[config.mk]
export PLATFORM = sky130hd
export DESIGN_NAME = wb_write_arbiter_flat
export DESIGN_NICKNAME = d
export VERILOG_FILES = /design/src/rtl/wb_write_arbiter_pkg.sv /design/src/rtl/wb_write_arbiter_if.sv /design/src/rtl/wb_pending_fifo.sv /design/src/rtl/wb_write_arbiter.sv /design/src/flat_wrapper.sv
export SDC_FILE = /design/constraint.sdc
export NUM_CORES = 1
export LEC_CHECK = 0
export BUFFER_PORTS_ARGS = -buffer_cell sky130_fd_sc_hd__buf_4
export CAP_MARGIN = 10
export CORE_MARGIN = 10
export CORE_UTILIZATION = 40
export DETAILED_ROUTE_END_ITERATION = 12
export GPL_TIMING_DRIVEN = 0
export HOLD_SLACK_MARGIN = 0.1
export PLACE_DENSITY = 0.64
export SLEW_MARGIN = 20
export SYNTH_ARGS = -nofsm -noshare
export SYNTH_HDL_FRONTEND = slang
export SYNTH_SLANG_ARGS = --single-unit
[constraint.sdc]
create_clock -name clk -period 5.5 [get_ports clk]
set_input_delay 1.65 -clock clk [delete_from_list [all_inputs] [get_ports clk]]
set_output_delay 1.65 -clock clk [all_outputs]
set_load 0.05 [all_outputs]
[src/rtl/wb_write_arbiter_pkg.sv]
// wb_write_arbiter: shared register-file types, constants
// and the write-slot selector encoding.
package wb_write_arbiter_pkg;

  localparam int REG_AW = 5;
  localparam int REG_DW = 32;

  typedef logic [REG_AW-1:0] reg_addr_t;
  typedef logic [REG_DW-1:0] reg_data_t;

  localparam reg_data_t ZERO_WORD = '0;
  localparam reg_addr_t REG_ZERO = '0;
  localparam logic WRITE_ENABLE = 1'b1;
  localparam logic WRITE_DISABLE = 1'b0;
  localparam logic STOP = 1'b1;
  localparam logic NO_STOP = 1'b0;

  typedef struct packed {
    logic      vld;
    reg_addr_t addr;
    reg_data_t data;
  } wb_entry_t;

  typedef enum logic [1:0] {
    SEL_IDLE,
    SEL_PIPE,
    SEL_LATE
  } wb_sel_e;

endpackage

[src/rtl/wb_write_arbiter_if.sv]
// wb_write_arbiter: pipeline write-back, late-result
// handshake and register-file write port bundle.
interface wb_write_arbiter_if #(
  parameter int DEPTH = 4
);
  import wb_write_arbiter_pkg::*;

  localparam int CW = $clog2(DEPTH) + 1;

  logic          pipe_we;
  reg_addr_t     pipe_waddr;
  reg_data_t     pipe_wdata;
  logic          late_valid;
  logic          late_ready;
  reg_addr_t     late_waddr;
  reg_data_t     late_wdata;
  logic          we;
  reg_addr_t     waddr;
  reg_data_t     wdata;
  logic [CW-1:0] pending;
  logic          stallreq;

  modport master (
    output pipe_we, pipe_waddr, pipe_wdata,
    output late_valid, late_waddr, late_wdata,
    input  late_ready,
    input  we, waddr, wdata,
    input  pending, stallreq
  );

  modport slave (
    input  pipe_we, pipe_waddr, pipe_wdata,
    input  late_valid, late_waddr, late_wdata,
    output late_ready,
    output we, waddr, wdata,
    output pending, stallreq
  );

endinterface

[src/rtl/wb_pending_fifo.sv]
// Pending queue for late write-backs: compacting FIFO
// with per-entry valid, kill-by-address and live count.
module wb_pending_fifo
  import wb_write_arbiter_pkg::*;
#(
  parameter int DEPTH = 4,
  localparam int AW = $clog2(DEPTH),
  localparam int CW = AW + 1
) (
  input  logic          clk,
  input  logic          rst,
  input  logic          i_push,
  input  wb_entry_t     i_push_ent,
  input  logic          i_pop,
  input  logic          i_kill,
  input  reg_addr_t     i_kill_addr,
  output wb_entry_t     o_head,
  output logic [CW-1:0] o_count
);

  wb_entry_t     r_ent [DEPTH];
  wb_entry_t     w_ent [DEPTH];
  logic [CW-1:0] r_cnt;
  logic [CW-1:0] w_cnt;
  logic          w_keep;

  // Survivors slide toward index 0 so live entries stay
  // contiguous and the head is always slot 0.
  always_comb begin
    for (int i = 0; i < DEPTH; i++) begin
      w_ent[i] = '0;
    end
    w_cnt = '0;
    w_keep = 1'b0;
    for (int i = 0; i < DEPTH; i++) begin
      w_keep = r_ent[i].vld
        && !(i_pop && (i == 0))
        && !(i_kill && (r_ent[i].addr == i_kill_addr));
      if (w_keep) begin
        w_ent[w_cnt[AW-1:0]] = r_ent[i];
        w_cnt = w_cnt + CW'(1);
      end
    end
    if (i_push
        && !(i_kill && (i_push_ent.addr == i_kill_addr))) begin
      w_ent[w_cnt[AW-1:0]] = i_push_ent;
      w_cnt = w_cnt + CW'(1);
    end
  end

  always_ff @(posedge clk) begin
    if (rst) begin
      r_ent <= '{default: '0};
      r_cnt <= '0;
    end else begin
      r_ent <= w_ent;
      r_cnt <= w_cnt;
    end
  end

  assign o_head  = r_ent[0];
  assign o_count = r_cnt;

endmodule

[src/rtl/wb_write_arbiter.sv]
// Register-file write port owner: pipeline writes first,
// queued late results drain into idle slots.
module wb_write_arbiter
  import wb_write_arbiter_pkg::*;
#(
  parameter int DEPTH = 4,
  parameter int STARVE_LIMIT = 8
) (
  input logic clk,
  input logic rst,
  wb_write_arbiter_if.slave bus
);

  localparam int CW = $clog2(DEPTH) + 1;
  localparam int SW = $clog2(STARVE_LIMIT + 1);
  localparam logic [CW-1:0] FULL = CW'(DEPTH);
  localparam logic [SW-1:0] SLIM = SW'(STARVE_LIMIT);

  wb_entry_t     w_head;
  wb_entry_t     w_push_ent;
  logic [CW-1:0] w_count;
  logic          w_full;
  logic          w_ready;
  logic          w_accept;
  logic          w_push;
  logic          w_pipe;
  logic          w_pop;
  wb_sel_e       w_sel;

  logic          r_we;
  reg_addr_t     r_waddr;
  reg_data_t     r_wdata;
  logic [SW-1:0] r_starve;

  assign w_full   = (w_count == FULL);
  assign w_ready  = !rst && !w_full;
  assign w_accept = bus.late_valid && w_ready;
  // r0 results complete the handshake but never land.
  assign w_push   = w_accept
    && (bus.late_waddr != REG_ZERO);
  assign w_push_ent = '{
    vld:  1'b1,
    addr: bus.late_waddr,
    data: bus.late_wdata
  };
  assign w_pipe = bus.pipe_we
    && (bus.pipe_waddr != REG_ZERO);
  assign w_pop  = (w_sel == SEL_LATE);

  always_comb begin
    w_sel = SEL_IDLE;
    unique case (1'b1)
      w_pipe:                w_sel = SEL_PIPE;
      !w_pipe && w_head.vld: w_sel = SEL_LATE;
      default:               w_sel = SEL_IDLE;
    endcase
  end

  wb_pending_fifo #(
    .DEPTH (DEPTH)
  ) u_fifo (
    .clk         (clk),
    .rst         (rst),
    .i_push      (w_push),
    .i_push_ent  (w_push_ent),
    .i_pop       (w_pop),
    .i_kill      (w_pipe),
    .i_kill_addr (bus.pipe_waddr),
    .o_head      (w_head),
    .o_count     (w_count)
  );

  always_ff @(posedge clk) begin
    if (rst) begin
      r_we    <= WRITE_DISABLE;
      r_waddr <= REG_ZERO;
      r_wdata <= ZERO_WORD;
    end else begin
      r_we <= WRITE_DISABLE;
      unique case (w_sel)
        SEL_PIPE: begin
          r_we    <= WRITE_ENABLE;
          r_waddr <= bus.pipe_waddr;
          r_wdata <= bus.pipe_wdata;
        end
        SEL_LATE: begin
          r_we    <= WRITE_ENABLE;
          r_waddr <= w_head.addr;
          r_wdata <= w_head.data;
        end
        default: ;
      endcase
    end
  end

  always_ff @(posedge clk) begin
    if (rst) begin
      r_starve <= '0;
    end else if (!w_head.vld || w_pop) begin
      r_starve <= '0;
    end else if (r_starve < SLIM) begin
      r_starve <= r_starve + SW'(1);
    end
  end

  assign bus.we         = r_we;
  assign bus.waddr      = r_waddr;
  assign bus.wdata      = r_wdata;
  assign bus.pending    = w_count;
  assign bus.late_ready = w_ready;
  assign bus.stallreq   = (r_starve >= SLIM || w_full)
    ? STOP : NO_STOP;

endmodule

[src/flat_wrapper.sv]
// flat-port wrapper written by rule: the top's interface ports become plain ports
module wb_write_arbiter_flat import wb_write_arbiter_pkg::*;
#(
  parameter int DEPTH = 4,
  parameter int STARVE_LIMIT = 8
)
  (clk, rst, bus_pipe_we, bus_pipe_waddr, bus_pipe_wdata, bus_late_valid, bus_late_waddr, bus_late_wdata, bus_late_ready, bus_we, bus_waddr, bus_wdata, bus_pending, bus_stallreq);
  wb_write_arbiter_if #(.DEPTH(DEPTH)) bus_i ();
  input logic clk;
  input logic rst;
  input wire logic [$bits(bus_i.pipe_we)-1:0] bus_pipe_we;
  input wire logic [$bits(bus_i.pipe_waddr)-1:0] bus_pipe_waddr;
  input wire logic [$bits(bus_i.pipe_wdata)-1:0] bus_pipe_wdata;
  input wire logic [$bits(bus_i.late_valid)-1:0] bus_late_valid;
  input wire logic [$bits(bus_i.late_waddr)-1:0] bus_late_waddr;
  input wire logic [$bits(bus_i.late_wdata)-1:0] bus_late_wdata;
  output wire logic [$bits(bus_i.late_ready)-1:0] bus_late_ready;
  output wire logic [$bits(bus_i.we)-1:0] bus_we;
  output wire logic [$bits(bus_i.waddr)-1:0] bus_waddr;
  output wire logic [$bits(bus_i.wdata)-1:0] bus_wdata;
  output wire logic [$bits(bus_i.pending)-1:0] bus_pending;
  output wire logic [$bits(bus_i.stallreq)-1:0] bus_stallreq;
  assign bus_i.pipe_we = bus_pipe_we;
  assign bus_i.pipe_waddr = bus_pipe_waddr;
  assign bus_i.pipe_wdata = bus_pipe_wdata;
  assign bus_i.late_valid = bus_late_valid;
  assign bus_i.late_waddr = bus_late_waddr;
  assign bus_i.late_wdata = bus_late_wdata;
  assign bus_late_ready = bus_i.late_ready;
  assign bus_we = bus_i.we;
  assign bus_waddr = bus_i.waddr;
  assign bus_wdata = bus_i.wdata;
  assign bus_pending = bus_i.pending;
  assign bus_stallreq = bus_i.stallreq;
  wb_write_arbiter #(.DEPTH(DEPTH), .STARVE_LIMIT(STARVE_LIMIT)) u_core (.clk(clk), .rst(rst), .bus(bus_i));
endmodule
# Yosys cells after proc, flatten, opt, wreduce, memory -nomap -nowiden
# Index checks and enable logic that the tools add are counted.
classes:
  add_sub_neg: 5
  n_reduce_logical: 37
  magnitude_cmp: 10
  bitwise: 4
  eq_ne: 8
  n_mux: 27
op_table:
  columns: ["op", "count"]
  rows:
  - ["$bwmux W152", 4]
  - ["$mux W152", 4]
  - ["$demux W38 S2", 4]
  - ["$mux W38", 5]
  - ["$pmux W32 S2", 1]
  - ["$eq A5 B5 Y1", 5]
  - ["$logic_and A1 B1 Y1", 20]
  - ["$ge A3 B3 Y1 const B", 4]
  - ["$lt A3 B1 Y1 const B", 4]
  - ["$logic_not A1 Y1", 10]
  - ["$pmux W5 S2", 1]
  - ["$reduce_bool A5 Y1", 2]
  - ["$add A3 B1 Y3 const B", 3]
  - ["$mux W3", 3]
  - ["$not A2 Y3", 3]
  - ["$add A4 B1 Y4 const B", 1]
  - ["$ge A4 B4 Y1 const B", 1]
  - ["$lt A4 B4 Y1 const B", 1]
  - ["$pmux W2 S2", 1]
  - ["$reduce_or A2 Y1", 2]
  - ["$eq A3 B3 Y1 const B", 1]
  - ["$mux W1", 3]
  - ["$not A1 Y3", 1]
  - ["$add A1 B1 Y2 const B", 1]
  - ["other kinds (5)", 6]
totals:
  input_bits: 78
  ff_bits: 197

# Longest topological paths before layout
# Gate-level depths: netlist of the first run.
logic_depth:
  depth_word: 23
  mapped_depth: 17

# Modules after synthesis
# A second synthesis of the first run with hierarchy kept.
unflattened:
  hier_cells: 1552
  area_unflattened_um2: 12962.4
by_module_without_submodules:
  columns: ["module", "seq_area_each_um2", "n_inst", "cells_per_inst", "area_per_inst_um2"]
  rows:
  - ["wb_pending_fifo", 3103.0, 1, 1350, 10844.2]
  - ["wb_write_arbiter", 840.8, 1, 202, 2118.3]

# Worst setup path after synthesis of the first run
# No wires, ideal clock.
synth_timing:
  kind: "input-to-reg"
  start: "input bus_pipe_waddr[1]"
  end: "register u_core.u_fifo.r_ent[27] (netlist bit)"
  arrival_ns: 5.085
  setup_time_ns: 0.087
  path_stages: 15
  path_slack_ns: 0.328
  required_ns: 5.413
  path_cell_list: "buf_4 or4_4 o211ai_1 a21oi_1 inv_1 ha_1 xnor2_4 inv_1 ha_1 and2_1 clkbuf_1 nor3_2 clkbuf_1 a22oi_1 o31ai_1"
synth_between:
  elab_chain_len: 23
  elab_cells_between_ends: 67
synth_lines:
  columns: ["element", "line", "source"]
  rows:
  - ["start, declared", "flat_wrapper.sv:12", "input wire logic [$bits(bus_i.pipe_waddr)-1:0] bus_pipe_waddr;"]
  - ["$reduce_bool A5 Y1", "wb_write_arbiter.sv:47", "&& (bus.pipe_waddr != REG_ZERO);"]
  - ["$logic_and A1 B1 Y1", "wb_write_arbiter.sv:47", null]
  - ["$logic_not A1 Y1", "wb_write_arbiter.sv:54", "!w_pipe && w_head.vld: w_sel = SEL_LATE;"]
  - ["$logic_and A1 B1 Y1", "wb_write_arbiter.sv:54", null]
  - ["$pmux W2 S2", "wb_write_arbiter.sv:52", "unique case (1'b1)"]
  - ["$eq A2 B2 Y1", "wb_write_arbiter.sv:48", "assign w_pop = (w_sel == SEL_LATE);"]
  - ["$logic_not A1 Y1", "wb_pending_fifo.sv:37", "&& !(i_pop && (i == 0))"]
  - ["$logic_and A1 B1 Y1", "wb_pending_fifo.sv:37", null]
  - ["[7 not listed]", null, null]
  - ["$mux W3 (tied with other cells)", "wb_pending_fifo.sv:39", "if (w_keep) begin"]
  - ["$not A2 Y3 (implied by the code) (tied with other cells)", "wb_pending_fifo.sv:46", "w_ent[w_cnt[AW-1:0]] = i_push_ent;"]
  - ["$ge A3 B3 Y1 (implied by the code) (tied with other cells)", "wb_pending_fifo.sv:46", null]
  - ["$logic_and A1 B1 Y1 (implied by the code) (tied with other cells)", "wb_pending_fifo.sv:46", null]
  - ["$mux W38 (implied by the code) or $bwmux W152 (tied branches)", "wb_pending_fifo.sv:46, wb_pending_fifo.sv:40", null]
  - ["$demux W38 S2 or $mux W152 (tied branches)", "wb_pending_fifo.sv:46, wb_pending_fifo.sv:39", null]
  - ["$bwmux W152", "wb_pending_fifo.sv:46", null]
  - ["$mux W152 (*)", "wb_pending_fifo.sv:44", "if (i_push"]
  - ["end signal, assigned", "wb_pending_fifo.sv:56", "r_ent <= w_ent;"]
  - ["end, declared", "wb_pending_fifo.sv:21", "wb_entry_t r_ent [DEPTH];"]
# Every way passes the cells marked *; elsewhere a longest branch is shown, timed or not.
# A chain may end at the register's enable or synchronous reset.

# Final worst setup path of the first run
layout_timing:
  start: "input bus_pipe_waddr[1]"
  end: "register u_core.u_fifo.r_ent[69] (netlist bit)"
# Same word-level chain as after synthesis.

==> insert_results.sql, run 1 <==
INSERT INTO impl_metrics (metric_group, metric, value, unit) VALUES
('synth', 'synthesis.yosys.warnings', '0', ''),
('clock_tree', 'cts_made_buffers', '17', ''),
('grt', 'antenna_violations_before_repair', '1', ''),
('critical_path', 'endpoint_kind', 'flip-flop', ''),
('grt', 'overflow', '0', ''),
('sta', 'slew_headroom', '31.9', '%'),
('detailed_routing', 'wire_per_inst', '25.8', 'um'),
('sta', 'achievable-frequency', '188', 'MHz'),
('final_layout', 'multiInputGateArea', '5710', 'um^2'),
('clock_tree', 'clkSlewWorstSetupHoldPaths', '0.08', 'ns'),
('floorplanning', 'initial_core_util', '40.4', '%'),
('synth', 'netlist_top_cells_count', 'sky130_fd_sc_hd__dfxtp_1, sky130_fd_sc_hd__clkbuf_1, sky130_fd_sc_hd__nor2_1', ''),
('synth', 'asyncSetResetFlopFracSynth', '0', '%'),
('synth', 'synth.avg_cell_area', '9.13', 'um^2'),
('synth', 'yosys.area.top_type', 'sky130_fd_sc_hd__dfxtp_1', ''),
('detailed_routing', 'detail_route.iter0.violations', '1713', ''),
('critical_path', 'cp_data_required_time', '5.84', 'ns'),
('critical_path', 'critical_path.most_common_cell', 'sky130_fd_sc_hd__ha_1', ''),
('synth', 'yosys.cell_types.count', '53', ''),
('status', 'status', 'complete, no violations', ''),
('sta', 'timing.final.max_slew_violations', '0', ''),
('synth', 'most_instantiated_library_cell_after_synthesis', 'sky130_fd_sc_hd__dfxtp_1', ''),
('hold_path', 'hold_path.class', 'reg -> reg', ''),
('clock_tree', 'cts_sinks', '197', ''),
('detailed_routing', 'postRouteAntennaNets', '0', ''),
('placed_design', 'post-place-cells', '1595', ''),
('floorplanning', 'die-height', '182', 'um'),
('critical_path', 'timing.rr.start', 'u_core.u_fifo.o_head[32]', ''),
('placed_design', 'buffer_ports.inserted', '114', ''),
('power', 'pwr_density_cell', '270', 'nW/um^2'),
('final_layout', 'layout-drive-gt1-share', '18.3', '%'),
('detailed_routing', 'drc', '0', ''),
('floorplanning', 'fp-row-count', '59', ''),
('synth', 'postSynthRegisterBits', '197', ''),
('critical_path', 'reg2reg_slack', '1.56', 'ns'),
('critical_path', 'critPathKind', 'in -> reg', ''),
('critical_path', 'path_cells', 'buf_4, or4_4, o211ai_1, a21oi_2, clkbuf_1, ha_1, a21boi_4, inv_1, ha_1, and2_1, nor2_2, clkbuf_2, a222oi_1, a311oi_1', ''),
('synth', 'synth.net_count', '1232', ''),
('placed_design', 'global_placement_routability_congestion', '0.966', ''),
('sta', 'finalSetupTns', '0', 'ns'),
('placed_design', 'dpl-instance-area', '11700', 'um^2'),
('floorplanning', 'die_area', '33000', 'um^2'),
('power', 'static-leakage-power', '4.56', 'nW'),
('final_layout', 'post-route-cell-area', '12500', 'um^2'),
('synth', 'syn_area', '10500', 'um^2'),
('final_layout', 'ff_latch_area', '3940', 'um^2'),
('synth', 'number_of_synthesized_flops_with_an_enable_pin', '0', ''),
('synth', 'ys_dominant_reg_cell', 'sky130_fd_sc_hd__dfxtp_1', ''),
('clock_tree', 'max_buffers_root_to_sink', '2', ''),
('final_layout', 'finalNetCount', '1370', ''),
('clock_tree', 'clk_root_buffer_cell', 'sky130_fd_sc_hd__clkbuf_16', ''),
('synth', 'leading_post_synthesis_cells_by_cell_area', 'sky130_fd_sc_hd__dfxtp_1, sky130_fd_sc_hd__a221oi_1, sky130_fd_sc_hd__a311oi_1', ''),
('grt', 'maximum_number_of_pins_on_one_net_before_global_route_repair', '18', ''),
('final_layout', 'syn_to_final_growth', '19.0', '%'),
('clock_tree', 'htreeDepth', '4', ''),
('synth', 'seq_area_frac_synth', '37.7', '%'),
('critical_path', 'critPathArrivalTime', '5.66', 'ns'),
('critical_path', 'end_of_the_worst_register_to_register_path', 'u_core.u_fifo.o_head[9]', ''),
('detailed_routing', 'totalWireLength', '42.1', 'mm'),
('hold_path', 'worstHoldEndpoint', 'u_core.u_fifo.r_ent[105]', ''),
('power', 'ir_drop', '0.000173', 'V'),
('sta', 'number_of_failing_setup_endpoints_in_the_final_timing_report', '0', ''),
('synth', 'synth_top_area_share', '37.7', '%'),
('detailed_routing', 'firstDrtPassIters', '9', ''),
('hold_path', 'min_from', 'u_core.u_fifo.r_ent[29]', ''),
('critical_path', 'crit_path_start_kind', 'input pin', ''),
('floorplanning', 'die_x', '182', 'um'),
('clock_tree', 'worst_skew_pair.late_latency', '0.45', 'ns'),
('grt', 'grt_use_total', '24.1', '%'),
('sta', 'worst-slew-pin-transition', '1.02', 'ns'),
('sta', 'timing.final.crit_share', '96.6', '%');
-- cell families after synthesis --
| logic type | count (synthesis) | synth area share (%) |
|---|---|---|
| flip-flops | 197 | 37.7 |
| multiplexers | 41 | 4.05 |
| AO/OA/AOI/OAI | 437 | 35.1 |
| XOR/XNOR | 31 | 2.77 |
| buffers and inverters | 195 | 7.93 |
| AND/OR/NAND/NOR | 237 | 11.5 |
| adder cells (fa/ha/maj) | 8 | 0.957 |
-- repair_timing --
action                                  4_1_cts  5_1_grt
pin swaps                                     1        3
endpoints found under the setup margin       64      118
hold buffers                                  0        0
buffers inserted                              1        4
resized for setup                             9       18
-- stage by stage --
step | setup slack (ns) | utilization (%)
6_report | 0.186 | 48.1
5_1_grt | -0.0114 | 48.1
4_1_cts | 0.0898 | 47.9
3_5_place_dp | -0.749 | 45.3
3_3_place_gp | -0.688 | 45.3
2_1_floorplan | 0.328 | -
-- power breakdown --
part	internal [mW]	switching (mW)	total [mW]
combinational	0.155	0.329	0.484
sequential	1.47	0.0267	1.49
clock	0.764	0.615	1.38
-- sequential cells by signal (all words and copies together) (netlist names) --
| signal | flops |
|---|---|
| u_core.bus.waddr | 5 |
| u_core.bus.wdata | 32 |
| u_core.bus.we | 1 |
| u_core.r_starve | 4 |
| u_core.u_fifo.o_count | 3 |
| u_core.u_fifo.o_head | 38 |
| u_core.u_fifo.r_ent | 114 |
-- how the worst max path moves through the flow --
stage	end	start	slack, ns
after global routing	u_core.u_fifo.r_ent[102]	bus_pipe_waddr[2]	-0.01
final	u_core.u_fifo.r_ent[69]	bus_pipe_waddr[1]	0.19
after floorplan	u_core.u_fifo.r_ent[27]	bus_pipe_waddr[1]	0.33
after CTS	u_core.u_fifo.r_ent[3]	bus_pipe_waddr[2]	0.09
after detailed placement	u_core.u_fifo.r_ent[4]	bus_pipe_waddr[2]	-0.75
after global placement	u_core.u_fifo.r_ent[15]	bus_pipe_waddr[1]	-0.69
-- per-layer routing --
metal,vias up,wire length (um),GRT usage [%]
li1,4911,-,-
met1,5248,17300,31.6
met2,774,18800,37.2
met3,113,4780,6.60
met4,0,1220,8.43
met5,-,0,0
-- final cells by class --
class | count | share of cell area, %
timing repair buffer | 119 | 7.17
buffer | 154 | 5.62
clock buffer | 20 | 3.75
clock inverter | 12 | 1.33
sequential | 197 | 31.7
multi-input combinational | 754 | 45.9
tap | 335 | 3.37
inverter | 41 | 1.24
-- cell usage in the layout, fill, tap and decap left out, types with 7 or more instances in the layout --
master,synthesis,layout
sky130_fd_sc_hd__and3_1,33,33
sky130_fd_sc_hd__a222oi_1,37,37
sky130_fd_sc_hd__dfxtp_1,197,197
sky130_fd_sc_hd__xnor2_1,17,17
sky130_fd_sc_hd__inv_1,40,40
sky130_fd_sc_hd__buf_1,12,7
sky130_fd_sc_hd__buf_4,10,130
sky130_fd_sc_hd__clkbuf_1,89,79
sky130_fd_sc_hd__clkbuf_16,0,17
sky130_fd_sc_hd__a221o_1,32,32
sky130_fd_sc_hd__o21a_1,34,34
sky130_fd_sc_hd__mux2i_1,39,39
sky130_fd_sc_hd__nor2_1,89,88
sky130_fd_sc_hd__a211oi_1,40,40
sky130_fd_sc_hd__o21ai_0,7,7
sky130_fd_sc_hd__xor2_1,13,13
sky130_fd_sc_hd__a311oi_1,64,64
sky130_fd_sc_hd__nand4_1,38,38
sky130_fd_sc_hd__a22oi_1,37,37
sky130_fd_sc_hd__o31ai_1,38,38
sky130_fd_sc_hd__a21oi_1,10,9
sky130_fd_sc_hd__ha_1,8,8
sky130_fd_sc_hd__a221oi_1,79,79
sky130_fd_sc_hd__clkbuf_2,0,15
sky130_fd_sc_hd__o41ai_1,37,37
sky130_fd_sc_hd__buf_2,42,40
sky130_fd_sc_hd__nand3_1,42,42
-- critical path, delay by kind of cell --
kind	cells	cell delay (ns)
AND/OR/NAND/NOR	3	1.24
adder cells (fa/ha/maj)	2	0.58
buffers and inverters	4	0.96
AO/OA/AOI/OAI	5	1.22
Note: power is estimated with default switching activity, not from simulation.
==> inputs of run 2 (changes only) <==
--- a/config.mk
+++ b/config.mk
@@ -12,7 +12,7 @@
 export DETAILED_ROUTE_END_ITERATION = 12
 export GPL_TIMING_DRIVEN = 0
 export HOLD_SLACK_MARGIN = 0.1
-export PLACE_DENSITY = 0.64
+export PLACE_DENSITY = 0.66
 export SLEW_MARGIN = 20
 export SYNTH_ARGS = -nofsm -noshare
 export SYNTH_HDL_FRONTEND = slang
==> run 2 against run 1 <==
Against the previous run:
- setup slack got worse by 0.023 ns
- via count rose by 0.71%
- clock skew fell by 0.00061 ns
- critical path type unchanged
- sequential power barely moved
==> insert_results.sql, run 2 (synthesis results as in run 1) <==
INSERT INTO impl_metrics (metric_group, metric, value, unit) VALUES
('critical_path', 'cp_data_required_time', '5.79', 'ns'),
('critical_path', 'crit_path_start_kind', 'input pin', ''),
('clock_tree', 'cts_sinks', '197', ''),
('detailed_routing', 'totalWireLength', '42.4', 'mm'),
('hold_path', 'holdPathStages', '2', ''),
('critical_path', 'critPathArrivalTime', '5.62', 'ns'),
('final_layout', 'syn_to_final_growth', '18.8', '%'),
('placed_design', 'buffer_ports.inserted', '114', ''),
('final_layout', 'finalNetCount', '1374', ''),
('detailed_routing', 'drt-vias-per-instance', '6.80', ''),
('critical_path', 'path_cells', 'buf_4, or4_4, o211ai_1, a21oi_1, clkbuf_1, ha_1, a21boi_4, inv_1, ha_1, nand2b_1, mux2i_4, clkbuf_1, a311oi_1', ''),
('clock_tree', 'clkSlewWorstSetupHoldPaths', '0.07', 'ns'),
('detailed_routing', 'wire_per_inst', '25.9', 'um'),
('sta', 'worst-slew-pin-transition', '0.996', 'ns'),
('placed_design', 'dp.final_hpwl', '29.0', 'mm'),
('critical_path', 'path_max_fanout', '10', ''),
('detailed_routing', 'firstDrtPassIters', '10', ''),
('detailed_routing', 'postRouteAntennaNets', '0', ''),
('status', 'status', 'complete, no violations', ''),
('sta', 'fin_worst_hold_slack', '0.546', 'ns'),
('hold_path', 'hold_path.class', 'reg -> reg', ''),
('clock_tree', 'max_buffers_root_to_sink', '2', ''),
('grt', 'grt_pass1_vias', '11000', ''),
('sta', 'timing.final.crit_share', '97.0', '%'),
('final_layout', 'flip_flop_count_of_the_largest_register_after_layout', '114', ''),
('floorplanning', 'die_area', '33000', 'um^2'),
('sta', 'fin_worst_skew', '0.00817', 'ns'),
('detailed_routing', 'detail_route.iter0.violations', '1625', ''),
('grt', 'overflow', '0', ''),
('clock_tree', 'htreeDepth', '4', ''),
('detailed_routing', 'drc', '0', ''),
('final_layout', 'layout.cells.most_common', 'sky130_fd_sc_hd__dfxtp_1', ''),
('critical_path', 'endpoint_kind', 'flip-flop', ''),
('sta', 'final_period_minus_worst_setup_slack', '5.34', 'ns'),
('critical_path', 'family_of_cells_with_the_greatest_summed_delay_on_the_critical_path', 'buffers and inverters', ''),
('critical_path', 'worst_r2r_path_depth', '12', ''),
('floorplanning', 'die-height', '182', 'um'),
('power', 'ir_drop', '0.000133', 'V'),
('clock_tree', 'cts_made_buffers', '17', ''),
('placed_design', 'global_placement_routability_congestion', '0.981', ''),
('grt', 'maximum_number_of_pins_on_one_net_before_global_route_repair', '17', ''),
('critical_path', 'cpMaxStageDelayCell', 'sky130_fd_sc_hd__or4_4', ''),
('final_layout', 'layout-drive-gt1-share', '18.2', '%'),
('critical_path', 'critPathKind', 'in -> reg', ''),
('sta', 'timing.final.max_slew_violations', '0', ''),
('critical_path', 'cp.depth', '13', ''),
('grt', 'antenna_violations_before_repair', '0', ''),
('sta', 'number_of_failing_setup_endpoints_in_the_final_timing_report', '0', ''),
('detailed_routing', 'detailroute.via_count', '11100', ''),
('final_layout', 'mostFrequentLayoutCells', 'sky130_fd_sc_hd__dfxtp_1, sky130_fd_sc_hd__buf_4, sky130_fd_sc_hd__nor2_1', ''),
('critical_path', 'slowest_delay', '0.59', 'ns'),
('final_layout', 'fillerInstances', '2530', ''),
('floorplanning', 'die_x', '182', 'um'),
('sta', 'finalSetupTns', '0', 'ns'),
('final_layout', 'largest-register', 'u_core.u_fifo.r_ent', ''),
('sta', 'slew_headroom', '33.6', '%'),
('critical_path', 'reg2reg_slack', '1.39', 'ns'),
('clock_tree', 'cts_tree', 'done', ''),
('final_layout', 'multiInputGateArea', '5710', 'um^2'),
('floorplanning', 'pin_count', '121', ''),
('grt', 'grt_use_total', '24.2', '%'),
('critical_path', 'critPathBufInv', '4', ''),
('floorplanning', 'initial_core_util', '40.4', '%'),
('sta', 'report.final.hold_viol_count', '0', ''),
('power', 'static-leakage-power', '4.53', 'nW'),
('final_layout', 'total_inserted_antenna_cells', '0', ''),
('floorplanning', 'fp-row-count', '59', ''),
('run', 'drv.max_cap_violation_count', '0', ''),
('clock_tree', 'cts_hold_buf', '0', ''),
('final_layout', 'ff_latch_area', '3940', 'um^2'),
('power', 'pwr_density_cell', '262', 'nW/um^2'),
('grt', 'global_route_wire_length_before_repair', '64.2', 'mm'),
('clock_tree', 'worst_skew_pair.late_latency', '0.45', 'ns'),
('clock_tree', 'clk_root_buffer_cell', 'sky130_fd_sc_hd__clkbuf_16', ''),
('sta', 'achievable-frequency', '187', 'MHz'),
('floorplanning', 'core-area', '25900', 'um^2');
run 2: cell count changes in the layout (fill, tap and decap cells not counted), moves of 2 or more:
cell,change
sky130_fd_sc_hd__clkinvlp_4,+2
sky130_fd_sc_hd__clkbuf_1,+4
sky130_fd_sc_hd__clkbuf_2,-4
sky130_fd_sc_hd__inv_6,-6
sky130_fd_sc_hd__bufinv_16,-2
sky130_fd_sc_hd__clkbuf_8,+3
sky130_fd_sc_hd__buf_2,+2
sky130_fd_sc_hd__buf_4,+4
run 2: timing repair:
item	CTS	global route
hold endpoints to repair	0	0
pin swaps	0	4
setup buffers	0	9
endpoints found under the setup margin	64	123
gates resized for setup	8	17
run 2: stage by stage:
step                      util (%)  total power, mW  worst slack [ns]  instances  cell area [um^2]
final                         48.0             3.25             0.163       1635             12400
after global routing          48.0             3.34           -0.0300       1635             12400
after CTS                     47.6             3.24            0.0371       1626             12300
after detailed placement      45.3             2.00            -0.672       1595             11700
after global placement        45.3             1.99            -0.690       1595             11700
after floorplan                  -             1.81             0.328       1146             10500
run 2: final cells by class:
type,count,share of cell area [%]
Inverter,41,1.24
Sequential cell,197,31.7
Multi-Input combinational cell,754,46.0
Timing Repair Buffer,123,7.43
Tap cell,335,3.37
Clock buffer,25,4.15
Clock inverter,6,0.543
Buffer,154,5.60
run 2: worst register-to-register path, stage by stage, from the launching register on:
cell	delay, ns
sky130_fd_sc_hd__dfxtp_1	0.38
sky130_fd_sc_hd__xor2_1	0.16
sky130_fd_sc_hd__nor2_1	0.08
sky130_fd_sc_hd__a21oi_1	0.54
sky130_fd_sc_hd__clkbuf_1	0.49
sky130_fd_sc_hd__ha_1	0.39
sky130_fd_sc_hd__a21boi_4	0.12
sky130_fd_sc_hd__ha_1	0.36
sky130_fd_sc_hd__nand2_2	0.33
sky130_fd_sc_hd__clkbuf_1	0.55
sky130_fd_sc_hd__o21a_1	0.22
sky130_fd_sc_hd__a221oi_1	0.07
sky130_fd_sc_hd__a311oi_1	0.30
run 2: power by group:
group | switching, mW | internal [mW]
clock | 0.573 | 0.697
sequential | 0.0270 | 1.47
combinational | 0.330 | 0.157
run 2: worst paths after layout:
kind	start	end
worst max-delay path	bus_pipe_waddr[1]	u_core.u_fifo.o_head[11]
worst min-delay path	u_core.u_fifo.r_ent[3]	u_core.u_fifo.r_ent[79]
worst max register to register	u_core.u_fifo.o_head[33]	u_core.u_fifo.o_head[11]
worst min register to register	u_core.u_fifo.r_ent[3]	u_core.u_fifo.r_ent[79]
run 2: metal layers:
layer  wire length [um]  global-route usage (%)  vias to the layer above
met5                  0                       0                        -
met3               5170                    6.72                      113
met2              19200                    37.5                      831
met4               1140                    8.98                        0
li1                   -                       -                     4893
met1              16900                    31.4                     5287
